## src/rtl/dat_mem_arb.sv

```systemverilog
// Round-robin arbiter and word-access sequencer sharing one data memory
// between port 0 (CPU) and port 1 (DMA/debug loader).
module dat_mem_arb #(
    parameter int unsigned MEM_BYTES = 128,
    parameter int unsigned RD_LAT    = 1
) (
    input  logic        clk,
    input  logic        rst,
    input  logic        p0_req,
    input  logic        p0_wr,
    input  logic [31:0] p0_addr,
    input  logic [31:0] p0_wdata,
    output logic [31:0] p0_rdata,
    output logic        p0_ack,
    output logic        p0_err,
    input  logic        p1_req,
    input  logic        p1_wr,
    input  logic [31:0] p1_addr,
    input  logic [31:0] p1_wdata,
    output logic [31:0] p1_rdata,
    output logic        p1_ack,
    output logic        p1_err,
    output logic        mem_wr,
    output logic [31:0] mem_addr,
    output logic [31:0] mem_wdata,
    input  logic [31:0] mem_rdata,
    output logic        busy
);

    localparam int unsigned CNT_W    = 3;
    localparam logic [31:0] MAX_ADDR = 32'(MEM_BYTES - 4);

    typedef enum logic [1:0] {IDLE, ACCESS, RESP} state_t;

    state_t             state, next_state;
    logic               gnt;
    logic               last;
    logic               wr_q;
    logic               err_q;
    logic [31:0]        addr_q;
    logic [31:0]        wdata_q;
    logic [CNT_W-1:0]   cnt;
    logic [31:0]        rdata0_q, rdata1_q;

    logic               any_req;
    logic               win;
    logic               win_wr;
    logic [31:0]        win_addr;
    logic [31:0]        win_wdata;
    logic               win_bad;

    // Winner: the only requester, or the one not granted last on contention
    always_comb begin
        any_req   = p0_req | p1_req;
        win       = (p0_req & p1_req) ? ~last : p1_req;
        win_wr    = win ? p1_wr    : p0_wr;
        win_addr  = win ? p1_addr  : p0_addr;
        win_wdata = win ? p1_wdata : p0_wdata;
        win_bad   = (win_addr[1:0] != 2'b00) || (win_addr > MAX_ADDR);
    end

    always_ff @(posedge clk or posedge rst) begin
        if (rst) begin
            state <= IDLE;
        end else begin
            state <= next_state;
        end
    end

    always_comb begin
        next_state = state;
        case (state)
            IDLE: begin
                if (any_req) begin
                    next_state = win_bad ? RESP : ACCESS;
                end
            end
            ACCESS: begin
                if (wr_q || (cnt == '0)) begin
                    next_state = RESP;
                end
            end
            RESP:    next_state = IDLE;
            default: next_state = IDLE;
        endcase
    end

    // Grant latch, read-latency countdown and per-port read-data holding registers
    always_ff @(posedge clk or posedge rst) begin
        if (rst) begin
            gnt      <= 1'b0;
            last     <= 1'b1;
            wr_q     <= 1'b0;
            err_q    <= 1'b0;
            addr_q   <= '0;
            wdata_q  <= '0;
            cnt      <= '0;
            rdata0_q <= '0;
            rdata1_q <= '0;
        end else begin
            if (state == IDLE && any_req) begin
                gnt     <= win;
                last    <= win;
                wr_q    <= win_wr;
                err_q   <= win_bad;
                addr_q  <= win_addr;
                wdata_q <= win_wdata;
                cnt     <= CNT_W'(RD_LAT - 1);
                if (win_bad) begin
                    if (win) begin
                        rdata1_q <= '0;
                    end else begin
                        rdata0_q <= '0;
                    end
                end
            end
            if (state == ACCESS && !wr_q) begin
                if (cnt == '0) begin
                    if (gnt) begin
                        rdata1_q <= mem_rdata;
                    end else begin
                        rdata0_q <= mem_rdata;
                    end
                end else begin
                    cnt <= cnt - CNT_W'(1);
                end
            end
        end
    end

    // Memory strobes exist only in ACCESS; acks only in RESP
    always_comb begin
        mem_wr    = 1'b0;
        mem_addr  = '0;
        mem_wdata = '0;
        p0_ack    = 1'b0;
        p0_err    = 1'b0;
        p1_ack    = 1'b0;
        p1_err    = 1'b0;
        busy      = (state != IDLE);
        case (state)
            ACCESS: begin
                mem_addr  = addr_q;
                mem_wr    = wr_q;
                mem_wdata = wr_q ? wdata_q : '0;
            end
            RESP: begin
                p0_ack = ~gnt;
                p0_err = ~gnt & err_q;
                p1_ack = gnt;
                p1_err = gnt & err_q;
            end
            default: ;
        endcase
    end

    assign p0_rdata = rdata0_q;
    assign p1_rdata = rdata1_q;

endmodule

```

## config.mk

```make
export PLATFORM = sky130hd
export DESIGN_NAME = dat_mem_arb
export DESIGN_NICKNAME = d
export VERILOG_FILES = /design/src/rtl/dat_mem_arb.sv
export SDC_FILE = /design/constraint.sdc
export NUM_CORES = 1
export LEC_CHECK = 0
export CORE_ASPECT_RATIO = 1.1
export CORE_MARGIN = 4
export CORE_UTILIZATION = 42
export DETAILED_ROUTE_END_ITERATION = 12
export GPL_ROUTABILITY_DRIVEN = 0
export GPL_TIMING_DRIVEN = 0
export PLACE_DENSITY = 0.78
export SLEW_MARGIN = 20
export SYNTH_ARGS = -nofsm -noshare
export SYNTH_HDL_FRONTEND = slang
export SYNTH_SLANG_ARGS = --single-unit
```

## constraint.sdc

```tcl
create_clock -name clk -period 5.64 [get_ports clk]
set_input_delay 1.128 -clock clk [delete_from_list [all_inputs] [get_ports clk]]
set_output_delay 1.128 -clock clk [all_outputs]
set_load 0.05 [all_outputs]
```

=== Word level (Yosys, flattened, before mapping) ===
Cells that the tools add are included.

* Flip-flop bits (word level): 137
* Output and inout port bits: 134
* Logic and storage cells: 63
* Bits of input ports: 166

* Multiplexer cells: 31
* Add/subtract/negate cells: 1
* Magnitude comparators: 1
* Reduce and logical (&&, ||, !) cells: 10
* Bitwise gates (word level): 6
* Equal/unequal tests: 4

{| class="wikitable"
|+ Operators with widths
! cell !! count
|-
| $mux W32 || 17
|-
| $gt A32 B7 Y1 const B || 1
|-
| $mux W3 || 3
|-
| $mux W1 || 7
|-
| $mux W2 || 3
|-
| $ne A2 B2 Y1 const B || 2
|-
| $pmux W2 S2 || 1
|-
| $reduce_bool A2 Y1 || 2
|-
| $and A1 B1 Y1 || 3
|-
| $logic_not A3 Y1 || 1
|-
| $sub A3 B1 Y3 const B || 1
|-
| $eq A2 B1 Y1 const B || 1
|-
| $eq A2 B2 Y1 const B || 1
|-
| $logic_and A1 B1 Y1 || 2
|-
| $logic_not A2 Y1 || 1
|-
| $logic_or A1 B1 Y1 || 2
|-
| $not A1 Y1 || 2
|-
| $reduce_and A2 Y1 || 1
|-
| $logic_not A1 Y1 || 1
|-
| $or A1 B1 Y1 || 1
|}

=== Depth between registers and ports, before layout ===
* Depth after elaboration: 10
* Gate-level depth with buffers: 8
* Gate-level depth less buffers: 6

=== Worst setup path before layout ===
OpenSTA, ideal clock, no wires.

* Kind: register to output
* From: register state[1]
* To: output port p0_ack
* Required time: 4.512 ns
* Path slack: 2.967 ns
* Stages on the path, launching flop included: 3
* Data arrival time: 1.545 ns
* Path buffers: 0
* Cells stage by stage: dfrtp_1 inv_1 nor3_1

* Cells in the longest elaborated chain, start to end: 2

{| class="wikitable"
|+ RTL lines
! element !! line !! text
|-
| start: declaration || 35 || <nowiki>state_t state, next_state;</nowiki>
|-
| start signal: assignment || 66 || <nowiki>state <= next_state;</nowiki>
|-
| $eq A2 B2 Y1 || 141 || <nowiki>case (state)</nowiki>
|-
| $mux W1 || 141 ||
|-
| end: declaration || 14 || <nowiki>output logic p0_ack,</nowiki>
|}

Every way passes these cells.

=== Worst setup path in the final report ===
* From: register state[0]
* To: output port mem_addr[28]

* Cells in the longest elaborated chain, start to end: 2

{| class="wikitable"
|+ RTL lines
! element !! line !! text
|-
| $eq A2 B1 Y1 || 141 ||
|-
| $mux W32 || 141 ||
|-
| end: declaration || 24 || <nowiki>output logic [31:0] mem_addr,</nowiki>
|}

Every way passes these cells.

==> summary.md <==
| Metric | Value |
|---|---|
| First-pass GRT wire length | `34030 um` |
| CTS clk-pin slew, worst paths | `0.06 ns` |
| Multi-input logic area | `2815 um^2` |
| Die Y | `138.7 um` |
| CP required | `4.51 ns` |
| Via count of the first global-routing pass | `6566` |
| Synth top area cells | `dfrtp_1 52%, nand2_1 11%, mux2i_1 10%` |
| Setup crit start kind | `flip-flop` |
| CP dominant cell by count | `clkbuf_1` |
| Worst slew pin tran | `0.6071 ns` |
| Nets | `1197` |
| Vias | `6252` |
| Die area | `17590 um^2` |
| Num CTS Buffers | `17` |
| HPWL Detailed | `16900 um` |
| Buf/Inv on CP | `3` |
| Synth top area share | `0.5218` |
| Final WS setup | `1.614 ns` |
| Critical Path AT | `between 2 and 3 ns` |
| Hold Violations, Final | `0` |
| Hold buffers post-CTS | `0` |
| Yosys cell types | `34` |
| # fillers | `1237` |
| Sinks on Clock Net | `137` |
| Yosys Warn Count | `0` |
| GRT overflow | `0` |
| # DRC | `0` |
| Hold_ws | `around 0.47 ns` |
| Sequential area share after synthesis | `0.5258` |
| Share of cells above drive strength 1 | `0.06238` |
| Final Cycle Share | `0.7139` |
| Setup Buffers After CTS | `0` |
| Status | `complete, no violations` |
| Antenna fix cells | `0` |
| Cells after synthesis | `710` |
| DP Worst Slack | `1.981 ns` |
| Slowest stage cell, crit path | `clkdlybuf4s50_1` |
| Syn nets | `878` |
| Clock Path Buffers | `2` |
| Setup clock skew after layout | `0.009151 ns` |
| WL/cell | `17.54 um` |
| Crit Path Max Fanout | `10` |
| CTS resizes | `0` |
| Cell area after synthesis | `around 6500 um^2` |
| Largest net degree at the start of global routing | `78` |
| Worst relative slew slack | `0.5940` |
| Antenna-violating nets left | `0` |
| Root Buffer | `clkbuf_16` |
| Starting Density | `0.4299` |
| Setup violation total in the final timing report | `0` |
| CP Cell Sequence | `nor2b_1 -> clkbuf_1 -> clkbuf_1 -> and2_1 -> clkdlybuf4s50_1` |
| Slowest stage delay, CP | `0.85 ns` |
| Row cnt | `47` |
| Leakage | `about 4.5 nW` |
| H-tree levels | `4` |
| Crit. End Element | `output port` |
| Average size of a mapped cell | `9.187 um^2` |
| CTS tree | `built` |
| Core Box Area | `15170 um^2` |
| Hold Path Class | `reg2reg` |
| Largest area contributor in the netlist | `dfrtp_1` |
| RSZ-0062 raised after global routing | `no` |
| Final Util | `0.6886` |
| Setup CP Type | `reg2out` |
| Reg area | `between 3000 and 4000 um^2` |
| Max-cap violations | `0` |
| Vias per cell | `5.050` |
| Routed wire length | `21720 um` |
| Synth Register Bits | `137` |
| IO Pins | `300` |
| Die width | `about 130 um` |
| F_max | `about 250 MHz` |
| Overall Global Routing Usage | `0.2462` |
| Most common cell after layout, fill and taps aside | `clkdlybuf4s50_1` |
| First-pass DRT Iterations | `4` |
| Power Density | `roughly 270 nW/um^2` |
| Post-layout minimum cycle time | `4.026 ns` |
| IO Port Bufs | `299` |
| Max VDD drop | `0.2055 mV` |
| Initial antenna violation count | `0` |
| Initial DRC count | `316` |
| Most frequent cells in the layout | `299 x clkdlybuf4s50_1, 197 x nand2_1, 136 x dfrtp_1` |
| Worst-Skew Late Latency | `0.42 ns` |
| Max-slew violation count | `0` |
| Area delta synth->final | `60.18%` |
| CP top delay family | `buffers and inverters` |
-- where the power goes --
part / switching [W] / internal, W / total [W]
combinational: 0.000243 / 0.000214 / 0.000458
clock: 0.000416 / 0.000804 / 0.00122
sequential: 0.0000490 / 0.00109 / 0.00114
-- flip-flops by register name, summed over array words and instances, names as in the netlist, 2 cells and up --
| name | cells |
|---|---|
| addr_q | 32 |
| cnt | 3 |
| p0_rdata | 32 |
| p1_rdata | 32 |
| state | 2 |
| wdata_q | 32 |
-- stage by stage --
stage          TNS, ns  instances  instance area, um^2  power [W]
6_report             0       1238                10450   0.002813
5_1_grt              0       1238                10450   0.002938
4_1_cts              0       1238                10450   0.002839
3_5_place_dp         0       1206                 9796   0.001610
3_3_place_gp   -154.78       1205                 9761   0.001598
2_1_floorplan        0        710                 6523   0.001384
-- logic make-up after synthesis --
kind of cell	synth area share
multiplexers	0.1032
adder cells (fa/ha/maj)	0.003836
AND/OR/NAND/NOR	0.2141
AO/OA/AOI/OAI	0.1105
buffers and inverters	0.04258
flip-flops	0.5258
-- worst min-delay path: stages, from the launching register on --
cell     delay, ns
dfrtp_1       0.33
nand2_1       0.04
o21ai_0       0.06
-- routing by layer --
layer / routed length, um / share of wire / track usage
met5: 0 / 0 / 0
met4: 734 / 0.034 / 0.1039
met3: 1714 / 0.079 / 0.07935
met2: 10840 / 0.50 / 0.4167
met1: 8430 / 0.39 / 0.2864
-- cell usage after synthesis, drive strengths merged --
cell type	instances
dfstp	1
nor4	14
nand2	197
a21oi	65
nand3	4
or4	2
inv	6
nand2b	2
nand4	2
and2	33
nor3	6
o21ai	72
a21boi	1
a211oi	1
buf	25
and3	34
nor2b	1
a31oi	1
o211a	1
mux2i	65
ha	2
clkbuf	28
mux2	2
dfrtp	136
nor2	9
-- path summary, 6_finish.rpt --
path | start | end | slack (ns) | depth (start not counted)
setup reg to reg | state[0] | p0_rdata[18] | 3.67 | 5
hold reg to reg | addr_q[2] | addr_q[2] | 0.47 | 2
min in group asynchronous | rst | p1_rdata[25] | 1.12 | 2
setup / recovery | state[0] | mem_addr[28] | 1.61 | 5
hold / removal | addr_q[2] | addr_q[2] | 0.47 | 2
max in group asynchronous | rst | last | 3.75 | 3
-- final cells by class --
type,instances,share of cell area
buffer,53,0.02443
clock buffer,19,0.04335
clock inverter,13,0.01904
inverter,6,0.002874
multi-input combinational,514,0.2695
sequential,137,0.3283
tap,196,0.02347
timing repair buffer,300,0.2891
Note: power is estimated with default switching activity, not from simulation.
==> edit 1: new RTL, same flow settings <==
Set the localparam `CNT_W` to 5 (it was 3).
--- a/src/rtl/dat_mem_arb.sv
+++ b/src/rtl/dat_mem_arb.sv
@@ -28,5 +28,5 @@
 );
 
-    localparam int unsigned CNT_W    = 3;
+    localparam int unsigned CNT_W    = 5;
     localparam logic [31:0] MAX_ADDR = 32'(MEM_BYTES - 4);
 
Behaviour: same outputs for any inputs over 4 cycles, from zero or initial values and one cycle with rst high; that may be too few to reach the edited logic, so the function may still have changed.
==> edit 1 against the unedited design <==
  * Global-route usage rose by 0.11 points
  * Combinational power rose by 3%
  * Die area rose by 1.7%
  * Worst hold slack got worse by 0.00078 ns
  * Sequential cell count rose by 2
  * Area after synthesis rose by 1.8%
  * Total power rose by 1.1%
  * Final area rose by 0.96%
  * Wire length rose by 2.0%
  * Critical path depth did not move
  * Worst setup slack improved by 0.021 ns
  * Critical endpoint is now mem_wdata[17]
  * Highest routed layer unchanged
==> edit 1: results (changes against the unedited design) <==
Run status
  • Result of the run: completed

Place
  • Post-detail-place hpwl: 17,200 um (+1.8%)

Route
  • Routed wire length: 22,200 um (+2.0%)
  • Via Count: 6,295 (+0.69%)
  • Routed wire length on met3: 1520 um (-11%)
  • Met2 wire length: 11,600 um (+6.6%)
  • Drt first-iter violations: 273 (-14%)
  • Detailed-route wire length on metal 1: 8460 um (+0.33%)

Synth
  • Sequential share of the synthesized area: 0.524 (-0.00158)
  • Proportion of synthesized area in mux cells: 0.101 (-0.00198)
  • Cell types occupying the most area after synthesis: sky130_fd_sc_hd__dfrtp_1 (52%), sky130_fd_sc_hd__nand2_1 (11%), sky130_fd_sc_hd__mux2i_1 (10%)

Finish
  • Count of plain and timing-repair buffers: 349 (-1.1%)
  • Area fraction of clock buffers and clock inverters: 0.0604 (-0.00202)
  • Area taken by flip-flops and latches: 0.00348 sq mm (+1.5%)
  • Fraction of layout cells with a size suffix above 1: 0.0633 (+0.000899)
  • Proportion of cell area occupied by multi-input gates: 0.272 (+0.00266)

Critical path
  • Data arrival time of the worst path: 2.88 ns (-0.02 ns)
  • Setup slack on the worst flop-to-flop path: 3.63 ns (-0.04 ns)
  • Largest stage delay, worst path: 0.82 ns (-0.03 ns)

Global route
  • M1 GR Usage: 0.289 (+0.00299)
  • Wire length of the first global-routing pass: 34,500 um (+1.5%)
  • Global routing usage summed across all routing layers: 0.247 (+0.00110)
  • Number of global-route vias before repair: 6,522 (-0.67%)

Hold path
  • Startpoint of the most critical hold path: addr_q[25]

Timing
  • Worst Clk Skew: 0.00914 ns (-0.0000130 ns)
-- edit 1: cell count changes after synthesis, sizes merged, moves of 2 or more --
cell   change
and2       +2
and3       -2
buf        -3
dfrtp      +2
nand3      +2
o21ai      -2
or4        -2
-- edit 1: per-stage QoR --
stage / instance area (sq um) / setup TNS (ns) / instances / setup slack [ns]
6_report: 10500 / 0 / 1239 / 1.63
5_1_grt: 10500 / 0 / 1239 / 1.49
4_1_cts: 10500 / 0 / 1239 / 1.62
3_5_place_dp: 9910 / 0 / 1207 / 2.07
3_3_place_gp: 9880 / -160.64 / 1206 / -1.17
2_1_floorplan: 6640 / 0 / 711 / 0.789
-- edit 1: power breakdown --
group	switching (mW)	internal [mW]
clock	0.421	0.776
sequential	0.0616	1.11
combinational	0.250	0.224
total	0.733	2.11
-- edit 1: worst min-delay path: cells and delay by family (launching register included) --
family           cells  cell delay [ns]
AO/OA/AOI/OAI        1             0.06
flip-flops           1             0.33
AND/OR/NAND/NOR      1             0.04
==> edit 2: new RTL, same flow settings <==
Without the edit above. Make the reset (`rst`) synchronous in 2 clocked blocks.
--- a/src/rtl/dat_mem_arb.sv
+++ b/src/rtl/dat_mem_arb.sv
@@ -60,5 +60,5 @@
     end
 
-    always_ff @(posedge clk or posedge rst) begin
+    always_ff @(posedge clk) begin
         if (rst) begin
             state <= IDLE;
@@ -87,5 +87,5 @@
 
     // Grant latch, read-latency countdown and per-port read-data holding registers
-    always_ff @(posedge clk or posedge rst) begin
+    always_ff @(posedge clk) begin
         if (rst) begin
             gnt      <= 1'b0;
Check against the original RTL: differs if rst is asserted again (counterexample within 4 cycles, from zero or initial values and one cycle with rst high); with rst held inactive, the same outputs for 4 cycles.
==> edit 2 against the unedited design <==
  * Worst setup slack got worse by 0.015 ns
  * Area after synthesis increased by 2.0%
  * Final area grew 1.0%
  * Count of clock-buffer cells in the layout grew 2
  * Synthesized cell count up 6.2%
  * Sequential share of layout area fell by 6.8 points
  * Total power fell by 2.5%
  * Core utilization grew 0.17 points
  * Fmax decreased by 0.38%
  * Via count up 15%
  * Wire length up 18%
  * Sequential cell count unchanged
  * Die area increased by 1.9%
  * Critical path type unchanged
  * Critical endpoint is now mem_addr[29]
==> edit 2: results (changes against the unedited design) <==
Run status
  • Result of the run: completed

Synth
  • Mean instance size in the synthesized netlist: 8.82 sq um (-4.0%)
  • Number of different library cells in the post-synthesis netlist: 42 (+24%)
  • Number of nets in the synthesized netlist: 922 (+5.0%)
  • Cell types occupying the most area after synthesis: sky130_fd_sc_hd__dfxtp_1 (41%), sky130_fd_sc_hd__mux2i_1 (9.8%), sky130_fd_sc_hd__a32oi_1 (8.4%)
  • Sequential share of the synthesized area: 0.412 (-0.113)
  • Post-synth ARST share: 0 (-1.00)
  • Most instantiated cells after synthesis: sky130_fd_sc_hd__dfxtp_1 (137), sky130_fd_sc_hd__nor2_1 (77), sky130_fd_sc_hd__nand3_1 (69), sky130_fd_sc_hd__a211oi_1 (66), sky130_fd_sc_hd__mux2i_1 (65)

Finish
  • Final net count: 1,239 (+3.5%)
  • Fraction of layout cells with a size suffix above 1: 0.0637 (+0.00127)
  • Share of the core filled with cells in the final layout: 0.690 (+0.00166)
  • Fill cells: 1,262 (+2.0%)

Critical path
  • Data arrival time of the worst path: 2.91 ns (about the same)

Global route
  • Initial antenna violation count: 2 (+2)
  • Number of global-route vias before repair: 6,963 (+6.0%)
  • Global routing usage summed across all routing layers: 0.273 (+0.0269)
  • Largest net degree at the start of global routing: 17 (-78%)
  • Wire length of the first global-routing pass: 38,900 um (+14%)

Place
  • Standard cell area after detailed placement: 0.00988 sq mm (+0.86%)
  • Post-detail-place hpwl: 19,500 um (+16%)
  • Pre-CTS setup slack: 2.01 ns (+0.0328 ns)
  • Port bufs: 298 (-0.33%)

Route
  • Via Count: 7,213 (+15%)
  • Post-detailed-route via-to-cell ratio: 5.63 (+11%)
  • Routed wire length: 25,600 um (+18%)
  • DRT Pass-1 Iters: 5 (+1)
  • Drt first-iter violations: 410 (+30%)

Power and ir drop
  • Maximum vdd ir drop: 0.187 mV (-8.9%)
  • Reported leakage power: 3.80 nW (-15%)

Timing
  • Slew @ Worst Pin: 0.693 ns (+0.0859 ns)
  • Worst Clk Skew: 0.00746 ns (-0.00169 ns)

Clock tree
  • Master cell of the clock root buffer: sky130_fd_sc_hd__clkbuf_16
[edit 2: cell type report]
cell class | count | share of cell area
Inverter | 3 | 0.00107
Multi-Input combinational cell | 532 | 0.332
Clock inverter | 11 | 0.0181
Tap cell | 196 | 0.0232
Buffer | 82 | 0.0369
Sequential cell | 137 | 0.260
Antenna cell | 1 | 0.000237
Timing Repair Buffer | 298 | 0.283
Clock buffer | 21 | 0.0455
[edit 2: per-layer routing]
layer	routed length (um)	track usage
met1	10300	0.325
met2	12500	0.464
met3	2360	0.0929
met4	466	0.0832
met5	13	0
[edit 2: cells by family (layout without fill, tap and decap cells)]
group,count (synthesis),in the layout,synth area share
other,0,1,0
AND/OR/NAND/NOR,257,257,0.204
buffers and inverters,85,415,0.0602
multiplexers,66,66,0.0995
AO/OA/AOI/OAI,207,207,0.221
flip-flops,137,137,0.412
adder cells (fa/ha/maj),2,2,0.00376
[edit 2: report_power, final]
part | total, mW | internal, mW | switching (mW)
sequential | 1.06 | 1.03 | 0.0299
combinational | 0.423 | 0.202 | 0.221
clock | 1.26 | 0.831 | 0.427
[edit 2: worst paths after layout]
check | startpoint | end | slack [ns] | cells past startpoint
setup reg to reg | state[1] | addr_q[23] | 3.54 | 6
setup / recovery | state[0] | mem_addr[29] | 1.60 | 5
hold reg to reg | last | last | 0.46 | 2
hold / removal | last | last | 0.46 | 2
[edit 2: worst max-delay path, cell delays in order, from the launching register on]
cell and delay, ns:
sky130_fd_sc_hd__dfxtp_1 0.45, sky130_fd_sc_hd__nor2b_1 0.20, sky130_fd_sc_hd__clkbuf_1 0.44, sky130_fd_sc_hd__clkbuf_1 0.34, sky130_fd_sc_hd__and2_1 0.25, sky130_fd_sc_hd__clkdlybuf4s50_1 0.83
